<file path="config.mk">
export PLATFORM = sky130hd
export DESIGN_NAME = adder_2_selftest_flat
export DESIGN_NICKNAME = d
export VERILOG_FILES = /design/src/rtl/adder_2_selftest_if.sv /design/src/rtl/adder_2_selftest.sv /design/src/flat_wrapper.sv
export SDC_FILE = /design/constraint.sdc
export NUM_CORES = 1
export LEC_CHECK = 0
export BUFFER_PORTS_ARGS = -buffer_cell sky130_fd_sc_hd__buf_2
export CAP_MARGIN = 5
export CORE_ASPECT_RATIO = 0.6
export CORE_MARGIN = 2
export CORE_UTILIZATION = 54
export DETAILED_ROUTE_END_ITERATION = 8
export PLACE_DENSITY = 0.79
export REMOVE_ABC_BUFFERS = 1
export SLEW_MARGIN = 20
export SYNTH_ARGS = -nofsm -noshare
export SYNTH_HDL_FRONTEND = slang
export SYNTH_SLANG_ARGS = --single-unit
</file>
<file path="constraint.sdc">
create_clock -name CLK -period 3.5 [get_ports CLK]
set_input_delay 0.35 -clock CLK [delete_from_list [all_inputs] [get_ports CLK]]
set_output_delay 0.35 -clock CLK [all_outputs]
set_load 0.01 [all_outputs]
</file>
<file path="src/rtl/adder_2_selftest_if.sv">
// Stimulus and result wires between the self-test stage and the 2-bit adder.
// The self-test drives the operands and reads back both adder result sets.
interface adder_2_selftest_if;
    logic       A0;
    logic       A1;
    logic       B0;
    logic       B1;
    logic       Cin;
    logic [1:0] Core_Sum;
    logic       Core_Cout;
    logic       S0;
    logic       S1;
    logic       Cout;

    modport master (
        output A0,
        output A1,
        output B0,
        output B1,
        output Cin,
        input  Core_Sum,
        input  Core_Cout,
        input  S0,
        input  S1,
        input  Cout
    );

    modport slave (
        input  A0,
        input  A1,
        input  B0,
        input  B1,
        input  Cin,
        output Core_Sum,
        output Core_Cout,
        output S0,
        output S1,
        output Cout
    );
endinterface

</file>
<file path="src/rtl/adder_2_selftest.sv">
// Exhaustive self-test of a 2-bit adder: sweeps all 32 operand vectors and
// checks the core and structural result sets against a golden sum.
module adder_2_selftest #(
    parameter int SETTLE_CYCLES = 2
) (
    input  logic                CLK,
    input  logic                RESETN,
    input  logic                START,
    adder_2_selftest_if.master  bus,
    output logic                BUSY,
    output logic                DONE,
    output logic                PASS,
    output logic [5:0]          CORE_ERR_CNT,
    output logic [5:0]          STR_ERR_CNT,
    output logic [4:0]          CORE_FIRST_ERR,
    output logic [4:0]          STR_FIRST_ERR,
    output logic                CORE_ERR_SEEN,
    output logic                STR_ERR_SEEN
);

    typedef enum logic [1:0] {
        S_IDLE   = 2'd0,
        S_SETTLE = 2'd1,
        S_CHECK  = 2'd2,
        S_DONE   = 2'd3
    } state_t;

    localparam logic [3:0] RELOAD   = 4'(SETTLE_CYCLES - 1);
    localparam logic [4:0] LAST_VEC = 5'd31;

    state_t     state;
    state_t     state_nxt;
    logic [4:0] vec;
    logic [3:0] settle_cnt;
    logic [5:0] core_cnt;
    logic [5:0] str_cnt;
    logic [4:0] core_first;
    logic [4:0] str_first;
    logic       core_seen;
    logic       str_seen;

    logic       start_run;
    logic [2:0] golden;
    logic [2:0] core_res;
    logic [2:0] str_res;
    logic       core_bad;
    logic       str_bad;

    // START only counts when no sweep is in flight.
    assign start_run = START && ((state == S_IDLE) || (state == S_DONE));

    assign bus.A1  = vec[4];
    assign bus.A0  = vec[3];
    assign bus.B1  = vec[2];
    assign bus.B0  = vec[1];
    assign bus.Cin = vec[0];

    assign golden   = {1'b0, vec[4:3]} + {1'b0, vec[2:1]} + {2'b00, vec[0]};
    assign core_res = {bus.Core_Cout, bus.Core_Sum};
    assign str_res  = {bus.Cout, bus.S1, bus.S0};
    assign core_bad = (core_res != golden);
    assign str_bad  = (str_res != golden);

    always_ff @(posedge CLK or negedge RESETN) begin
        if (!RESETN) begin
            state <= S_IDLE;
        end else begin
            state <= state_nxt;
        end
    end

    always_comb begin
        state_nxt = state;
        unique case (state)
            S_IDLE: begin
                if (start_run) begin
                    state_nxt = S_SETTLE;
                end
            end
            S_SETTLE: begin
                if (settle_cnt == 4'd0) begin
                    state_nxt = S_CHECK;
                end
            end
            S_CHECK: begin
                if (vec == LAST_VEC) begin
                    state_nxt = S_DONE;
                end else begin
                    state_nxt = S_SETTLE;
                end
            end
            S_DONE: begin
                if (start_run) begin
                    state_nxt = S_SETTLE;
                end
            end
            default: begin
                state_nxt = S_IDLE;
            end
        endcase
    end

    always_comb begin
        BUSY = 1'b0;
        DONE = 1'b0;
        PASS = 1'b0;
        unique case (state)
            S_SETTLE: begin
                BUSY = 1'b1;
            end
            S_CHECK: begin
                BUSY = 1'b1;
            end
            S_DONE: begin
                DONE = 1'b1;
                PASS = (core_cnt == 6'd0) && (str_cnt == 6'd0);
            end
            default: begin
                BUSY = 1'b0;
            end
        endcase
    end

    always_ff @(posedge CLK or negedge RESETN) begin
        if (!RESETN) begin
            vec        <= 5'd0;
            settle_cnt <= 4'd0;
            core_cnt   <= 6'd0;
            str_cnt    <= 6'd0;
            core_first <= 5'd0;
            str_first  <= 5'd0;
            core_seen  <= 1'b0;
            str_seen   <= 1'b0;
        end else if (start_run) begin
            vec        <= 5'd0;
            settle_cnt <= RELOAD;
            core_cnt   <= 6'd0;
            str_cnt    <= 6'd0;
            core_first <= 5'd0;
            str_first  <= 5'd0;
            core_seen  <= 1'b0;
            str_seen   <= 1'b0;
        end else if (state == S_SETTLE) begin
            if (settle_cnt != 4'd0) begin
                settle_cnt <= settle_cnt - 4'd1;
            end
        end else if (state == S_CHECK) begin
            // Each implementation keeps its own count and first failure.
            if (core_bad) begin
                core_cnt <= core_cnt + 6'd1;
                if (!core_seen) begin
                    core_first <= vec;
                    core_seen  <= 1'b1;
                end
            end
            if (str_bad) begin
                str_cnt <= str_cnt + 6'd1;
                if (!str_seen) begin
                    str_first <= vec;
                    str_seen  <= 1'b1;
                end
            end
            if (vec != LAST_VEC) begin
                vec        <= vec + 5'd1;
                settle_cnt <= RELOAD;
            end
        end
    end

    assign CORE_ERR_CNT   = core_cnt;
    assign STR_ERR_CNT    = str_cnt;
    assign CORE_FIRST_ERR = core_first;
    assign STR_FIRST_ERR  = str_first;
    assign CORE_ERR_SEEN  = core_seen;
    assign STR_ERR_SEEN   = str_seen;

endmodule
</file>
<file path="src/flat_wrapper.sv">
// flat-port wrapper written by rule: the top's interface ports become plain ports
module adder_2_selftest_flat 
#(
    parameter int SETTLE_CYCLES = 2
)
  (CLK, RESETN, START, BUSY, DONE, PASS, CORE_ERR_CNT, STR_ERR_CNT, CORE_FIRST_ERR, STR_FIRST_ERR, CORE_ERR_SEEN, STR_ERR_SEEN, bus_A0, bus_A1, bus_B0, bus_B1, bus_Cin, bus_Core_Sum, bus_Core_Cout, bus_S0, bus_S1, bus_Cout);
  adder_2_selftest_if bus_i ();
  input  logic CLK;
  input  logic RESETN;
  input  logic START;
  output logic BUSY;
  output logic DONE;
  output logic PASS;
  output logic [5:0] CORE_ERR_CNT;
  output logic [5:0] STR_ERR_CNT;
  output logic [4:0] CORE_FIRST_ERR;
  output logic [4:0] STR_FIRST_ERR;
  output logic CORE_ERR_SEEN;
  output logic STR_ERR_SEEN;
  output wire logic [$bits(bus_i.A0)-1:0] bus_A0;
  output wire logic [$bits(bus_i.A1)-1:0] bus_A1;
  output wire logic [$bits(bus_i.B0)-1:0] bus_B0;
  output wire logic [$bits(bus_i.B1)-1:0] bus_B1;
  output wire logic [$bits(bus_i.Cin)-1:0] bus_Cin;
  input wire logic [$bits(bus_i.Core_Sum)-1:0] bus_Core_Sum;
  input wire logic [$bits(bus_i.Core_Cout)-1:0] bus_Core_Cout;
  input wire logic [$bits(bus_i.S0)-1:0] bus_S0;
  input wire logic [$bits(bus_i.S1)-1:0] bus_S1;
  input wire logic [$bits(bus_i.Cout)-1:0] bus_Cout;
  assign bus_A0 = bus_i.A0;
  assign bus_A1 = bus_i.A1;
  assign bus_B0 = bus_i.B0;
  assign bus_B1 = bus_i.B1;
  assign bus_Cin = bus_i.Cin;
  assign bus_i.Core_Sum = bus_Core_Sum;
  assign bus_i.Core_Cout = bus_Core_Cout;
  assign bus_i.S0 = bus_S0;
  assign bus_i.S1 = bus_S1;
  assign bus_i.Cout = bus_Cout;
  adder_2_selftest #(.SETTLE_CYCLES(SETTLE_CYCLES)) u_core (.CLK(CLK), .RESETN(RESETN), .START(START), .bus(bus_i), .BUSY(BUSY), .DONE(DONE), .PASS(PASS), .CORE_ERR_CNT(CORE_ERR_CNT), .STR_ERR_CNT(STR_ERR_CNT), .CORE_FIRST_ERR(CORE_FIRST_ERR), .STR_FIRST_ERR(STR_FIRST_ERR), .CORE_ERR_SEEN(CORE_ERR_SEEN), .STR_ERR_SEEN(STR_ERR_SEEN));
endmodule
</file>
# After elaboration in Yosys (flattened, before gate mapping)
# Index checks and enable logic that the tools add are counted.
[totals]
elab_cells = 93
register_bits = 35
output_inout_bits = 32
inputBits = 9
[op_classes]
muxes = 42
n_eq_ne = 13
n_reduce_logical = 23
addsub = 6
[op_table]
columns = ["operator", "n"]
rows = [
  ["2-to-1 mux 5 bit", 14],
  ["2-to-1 mux 6 bit", 8],
  ["2-to-1 mux 4 bit", 5],
  ["adder 6 x 1 -> 6 bit (second input constant)", 2],
  ["zero test 6 bit", 2],
  ["AND reduction 3 bit", 4],
  ["2-to-1 mux 1 bit", 11],
  ["AND reduction 4 bit", 2],
  ["nonzero test 2 bit", 4],
  ["2-to-1 mux 2 bit", 3],
  ["inequality test 2 x 1 -> 1 bit (second input constant)", 3],
  ["inequality test 3 bit", 2],
  ["case mux 2 bit (3 select lines)", 1],
  ["nonzero test 3 bit", 2],
  ["adder 5 x 1 -> 5 bit (second input constant)", 1],
  ["== test 5 bit (second input constant)", 1],
  ["inequality test 5 bit (second input constant)", 1],
  ["== test 2 bit (second input constant)", 2],
  ["zero test 4 bit", 1],
  ["inequality test 2 bit (second input constant)", 2],
  ["nonzero test 4 bit", 1],
  ["OR reduction 2 bit", 2],
  ["subtractor 4 x 1 -> 4 bit (second input constant)", 1],
  ["adder 2 x 2 -> 3 bit", 1],
  ["other kinds (7)", 8],
]

# Depth between registers and ports, before layout
[depth]
ltp_word = 7
mapped_depth = 8
ltp_nobuf = 7

# Worst setup path before layout
# No wires, ideal clock.
[synth_path]
kind = "flip-flop to flip-flop"
from = "reg u_core.vec[0]"
to = "reg u_core.str_cnt[3], in the netlist u_core.STR_ERR_CNT[3]"
arrival_ns = 2.465
stages_incl_launch_ff = 9
setup_time_ns = 0.069
setup_slack_ns = 0.966
required_ns = 3.431
period_less_slack_ns = 2.534
path_buffers = 1
path_cell_list = "dfrtp_1 > fa_1 > inv_1 > fa_1 > xor2_1 > a31o_1 > buf_6 > or4_1 > nand3_1"
[synth_via]
elab_chain_cells = 4
[synth_rtl]
columns = ["item", "line", "source"]
rows = [
  ["start: declaration", "adder_2_selftest.sv:33", "logic [4:0] vec;"],
  ["start signal: assignment", "adder_2_selftest.sv:164", "vec <= vec + 5'd1;"],
  ["adder 3 x 1 -> 3 bit", "adder_2_selftest.sv:58", "assign golden = {1'b0, vec[4:3]} + {1'b0, vec[2:1]} + {2'b00, vec[0]};"],
  ["inequality test 3 bit", "adder_2_selftest.sv:62", "assign str_bad = (str_res != golden);"],
  ["nonzero test 2 bit (no source line)", "--", ""],
  ["AND reduction 3 bit (no source line)", "--", ""],
  ["end signal: assignment", "adder_2_selftest.sv:157", "str_cnt <= str_cnt + 6'd1;"],
  ["end: declaration", "adder_2_selftest.sv:36", "logic [5:0] str_cnt;"],
]
# Every way passes these cells.
# A chain may end at the register's enable or synchronous reset.

# Final worst setup path
[layout_path]
from = "reg u_core.vec[0]"
to = "reg u_core.str_cnt[5], in the netlist u_core.STR_ERR_CNT[5]"
# The elaborated chain is that of the path after synthesis.

==> results.md <==
- Clock Sinks: 35
- Fin Setup TNS: 0 ns
- Startpoint types: flip-flop
- Outcome: finished clean
- Number of routed nets with antenna violations: 0
- Die Outline Area: 4140 µm²
- Number of I/O pins: 41
- Total number of vias: 1,645
- Area growth, synth to finish: 18.1%
- Worst clock skew: 0.00505 ns
- Worst Path Required: 3.71 ns
- Fraction of synthesized cell area in xor and xnor cells: 2.68%
- GRT Total Usage: 23.9%
- Cell leakage power: 1.11 nW
- Sequential area share after synthesis: 44.7%
- Post-detailed-route DRC marker count: 0
- Maximum level of the CTS H-tree: 2
- Worst reg2reg path depth: 7
- Number of placed cells counting well taps: 278
- Tcrit/Tclk final: 76.4%
- Final number of max-transition violations: 0
- Instance count of the mapped netlist: 198
- Unrepaired setup endpoints after global routing: no
- Library cell occupying the most area in the post-synthesis netlist: sky130_fd_sc_hd__dfrtp_1
- Count of warnings emitted by yosys: 0
- Clock tree from TritonCTS: yes
- Compound-gate portion of the synthesized area: 18.1%
- IR Drop Worst-Case VDD: 0.000333 V
- Worst-case headroom to the max-slew limit: 49.0%
- Average wire length per cell after detail routing: 15.4 µm
- Worst R2R Start: u_core.vec[0]
- Vias in the first global route: 1,561
- Die extent in x: 81.8 µm
- Worst Tran Pin Value: 0.765 ns
- Proportion of synthesized area in mux cells: 2.23%
- Deepest clock path buffer count: 2
- Clk pin slew, worst setup/hold paths: 0.07 ns
- Arrival time of data at the critical path endpoint: 2.89 ns
- Biggest fanout along the worst timing path: 13
- Final-report setup violation count: 0
- Clock insertion delay at the later pin of the skew report: 0.28 ns
- Pin count of the biggest net entering global routing: 36
- First-iteration detailed-routing DRC count: 127
- Count of input and output buffers: 40
- Cell types with the largest area share after synthesis: sky130_fd_sc_hd__dfrtp_1 (45%), sky130_fd_sc_hd__ha_1 (7.0%), sky130_fd_sc_hd__a22o_1 (5.4%), sky130_fd_sc_hd__nand2_1 (3.6%), sky130_fd_sc_hd__nand3_1 (3.1%)
- Die H: 50.7 µm
- Number of buffers added by the clock tree synthesis step: 5
- Destination of the worst register-to-register timing path: u_core.STR_ERR_CNT[5]
- Total standard cell area after synthesis: 1960 µm²
- Type of destination of the critical path: flip-flop
- Synth async-reset ratio: 100%
- Total Nets Final: 262
- Hold_buf cts: 0
- Number of enable-type register cells in the synthesized netlist: 0
- Clock root cell: sky130_fd_sc_hd__clkbuf_8
- Post-detail-place hpwl: 3210 µm
- Synth Area in Adders: 9.07%
- Cell type with the highest occurrence count on the critical path: sky130_fd_sc_hd__fa_1
- Final standard cell count with taps included and fillers excluded: 286
- Row count: 16
- Fraction of final layout cells sized beyond drive strength 1: 23.7%
- Mean Syn Cell Area: 9.90 µm²
- Number of resized instances in the post-cts repair step: 0
- Critical path class: reg2reg
- Post-synth top area share: 44.7%
- Max Cap Violations: 0
- Pwr per Cell Area: 475 nW/µm²
- Basic-gate share of the synthesized area counting and, or, nand and nor cells: 18.2%
- Number of synthesized register bits: 35
- Remaining global-route overflow: 0
- Gp weighted congestion: 0.809
- Combinational family with the most area after synthesis: simple AND/OR/NAND/NOR gates
- Final min period: 2.67 ns
- Initial standard-cell utilization of the core: 58.3%
- Antenna diode count: 0
- Commonest non-fill, non-tap cells in the layout: sky130_fd_sc_hd__buf_2 (40), sky130_fd_sc_hd__dfrtp_1 (35), sky130_fd_sc_hd__nand2_1 (19)
- Slowest cell on the critical path: sky130_fd_sc_hd__or4_1
- Initial antenna violation count: 0
- Dominant synthesized flop cell: sky130_fd_sc_hd__dfrtp_1
- Minimum setup slack among reg-to-reg paths: 0.83 ns
- Worst path max stage delay: 0.55 ns
- Cells traversed along the worst timing path: fa_1 > inv_1 > fa_1 > xor2_1 > a31o_1 > or4_1 > nand3_1
- Count of different cell masters after synthesis: 46
- Area of the placeable core: 3360 µm²
- Final wirelength: 4400 µm
- Hold Vio Cnt, Final: 0
- Worst hold-check path type: in2async
- Drt first pass iters: 4
- Maximum achievable frequency: 0.374 GHz
- Via density: 5.75
- Most frequent standard cell in the layout excluding fill and tap cells: sky130_fd_sc_hd__buf_2
- Post-CTS setup-driven buffer insertion count: 0
- Global-route wire length before repair: 7500 µm
-- through the flow --
stage | setup slack [ns] | power (mW) | utilization, % | hold slack (ns) | area (µm²)
after detailed placement | 0.853 | 0.730 | 65.3 | 0.467 | 2200
after floorplan | 0.968 | 0.635 | - | 0.0544 | 1920
after CTS | 0.807 | 1.10 | 68.8 | 0.160 | 2310
after global routing | 0.707 | 1.17 | 68.8 | 0.194 | 2310
after global placement | 0.905 | 0.725 | 65.3 | 0.460 | 2200
final | 0.825 | 1.10 | 68.8 | 0.131 | 2310
-- worst max-delay path by stage --
stage	start	to	slack (ns)	cells past startpoint
after global placement	u_core.vec[0]	u_core.STR_ERR_CNT[5]	0.90	7
after detailed placement	u_core.vec[0]	u_core.STR_ERR_CNT[5]	0.85	7
after global routing	u_core.vec[0]	u_core.STR_ERR_CNT[4]	0.71	7
after CTS	u_core.vec[0]	u_core.STR_ERR_CNT[5]	0.81	7
final	u_core.vec[0]	u_core.STR_ERR_CNT[5]	0.83	7
after floorplan	u_core.vec[0]	u_core.STR_ERR_CNT[4]	0.97	7
-- cell usage after synthesis, types with 2 or more instances --
cell type / number
sky130_fd_sc_hd__xor2_1: 4
sky130_fd_sc_hd__a311oi_1: 2
sky130_fd_sc_hd__dfrtp_1: 35
sky130_fd_sc_hd__nand2_1: 19
sky130_fd_sc_hd__nand4_1: 2
sky130_fd_sc_hd__nor2_1: 8
sky130_fd_sc_hd__nand3_1: 12
sky130_fd_sc_hd__a21oi_1: 4
sky130_fd_sc_hd__a22o_1: 12
sky130_fd_sc_hd__o21ai_0: 10
sky130_fd_sc_hd__fa_1: 2
sky130_fd_sc_hd__nor3_1: 2
sky130_fd_sc_hd__o2bb2ai_1: 2
sky130_fd_sc_hd__ha_1: 11
sky130_fd_sc_hd__clkbuf_1: 5
sky130_fd_sc_hd__inv_1: 16
sky130_fd_sc_hd__o22ai_1: 3
sky130_fd_sc_hd__a32o_1: 2
sky130_fd_sc_hd__xnor2_1: 2
sky130_fd_sc_hd__and3_1: 2
sky130_fd_sc_hd__or4_1: 7
sky130_fd_sc_hd__nor3_2: 2
sky130_fd_sc_hd__mux2_2: 2
sky130_fd_sc_hd__o211ai_1: 7
sky130_fd_sc_hd__nand2b_1: 4
-- cells by family (layout without fill, tap and decap cells) --
logic type | after synthesis | in the layout
AND/OR/NAND/NOR | 67 | 67
buffers and inverters | 24 | 67
AO/OA/AOI/OAI | 49 | 49
multiplexers | 4 | 4
adder cells (fa/ha/maj) | 13 | 13
flip-flops | 35 | 35
XOR/XNOR | 6 | 6
-- power breakdown --
part           switching [mW]  internal [mW]  total (mW)
logic                   0.103         0.0935       0.197
registers              0.0745          0.454       0.528
clock network           0.143          0.230       0.373
-- critical path: cells and delay by family, from the launching register on --
kind,cells,cell delay (ns)
buffers and inverters,1,0.08
adders and majority gates,2,0.90
xor gates and xnor gates,1,0.19
AOI/OAI and AO/OA,1,0.32
DFF,1,0.47
and+or+nand+nor,2,0.65
-- state kept, by name, summed over array words and instances (netlist names) --
register	cells
u_core.CORE_ERR_CNT	6
u_core.STR_ERR_CNT	6
u_core.CORE_FIRST_ERR	5
u_core.STR_FIRST_ERR	5
u_core.vec	5
u_core.settle_cnt	4
u_core.state	2
u_core.CORE_ERR_SEEN	1
u_core.STR_ERR_SEEN	1
-- layer usage --
metal	vias to the layer above	global-route usage (%)	routed length, µm	share of wire, %
met1	782	36.4	2140	49
met5	-	0	0	0
met3	2	6.47	361	8.2
li1	798	-	-	-
met4	0	3.33	4	0.091
met2	63	34.6	1900	43
-- final cells by class --
cell class                 count  area [µm²]
multi-input combinational    139         985
clock buffer                   6        82.6
sequential                    35         876
clock inverter                 2        35.0
fill                         264        1050
timing repair buffer          42         215
tap                           45        56.3
inverter                      17        63.8
No activity file was read; power rests on OpenSTA's default activity.
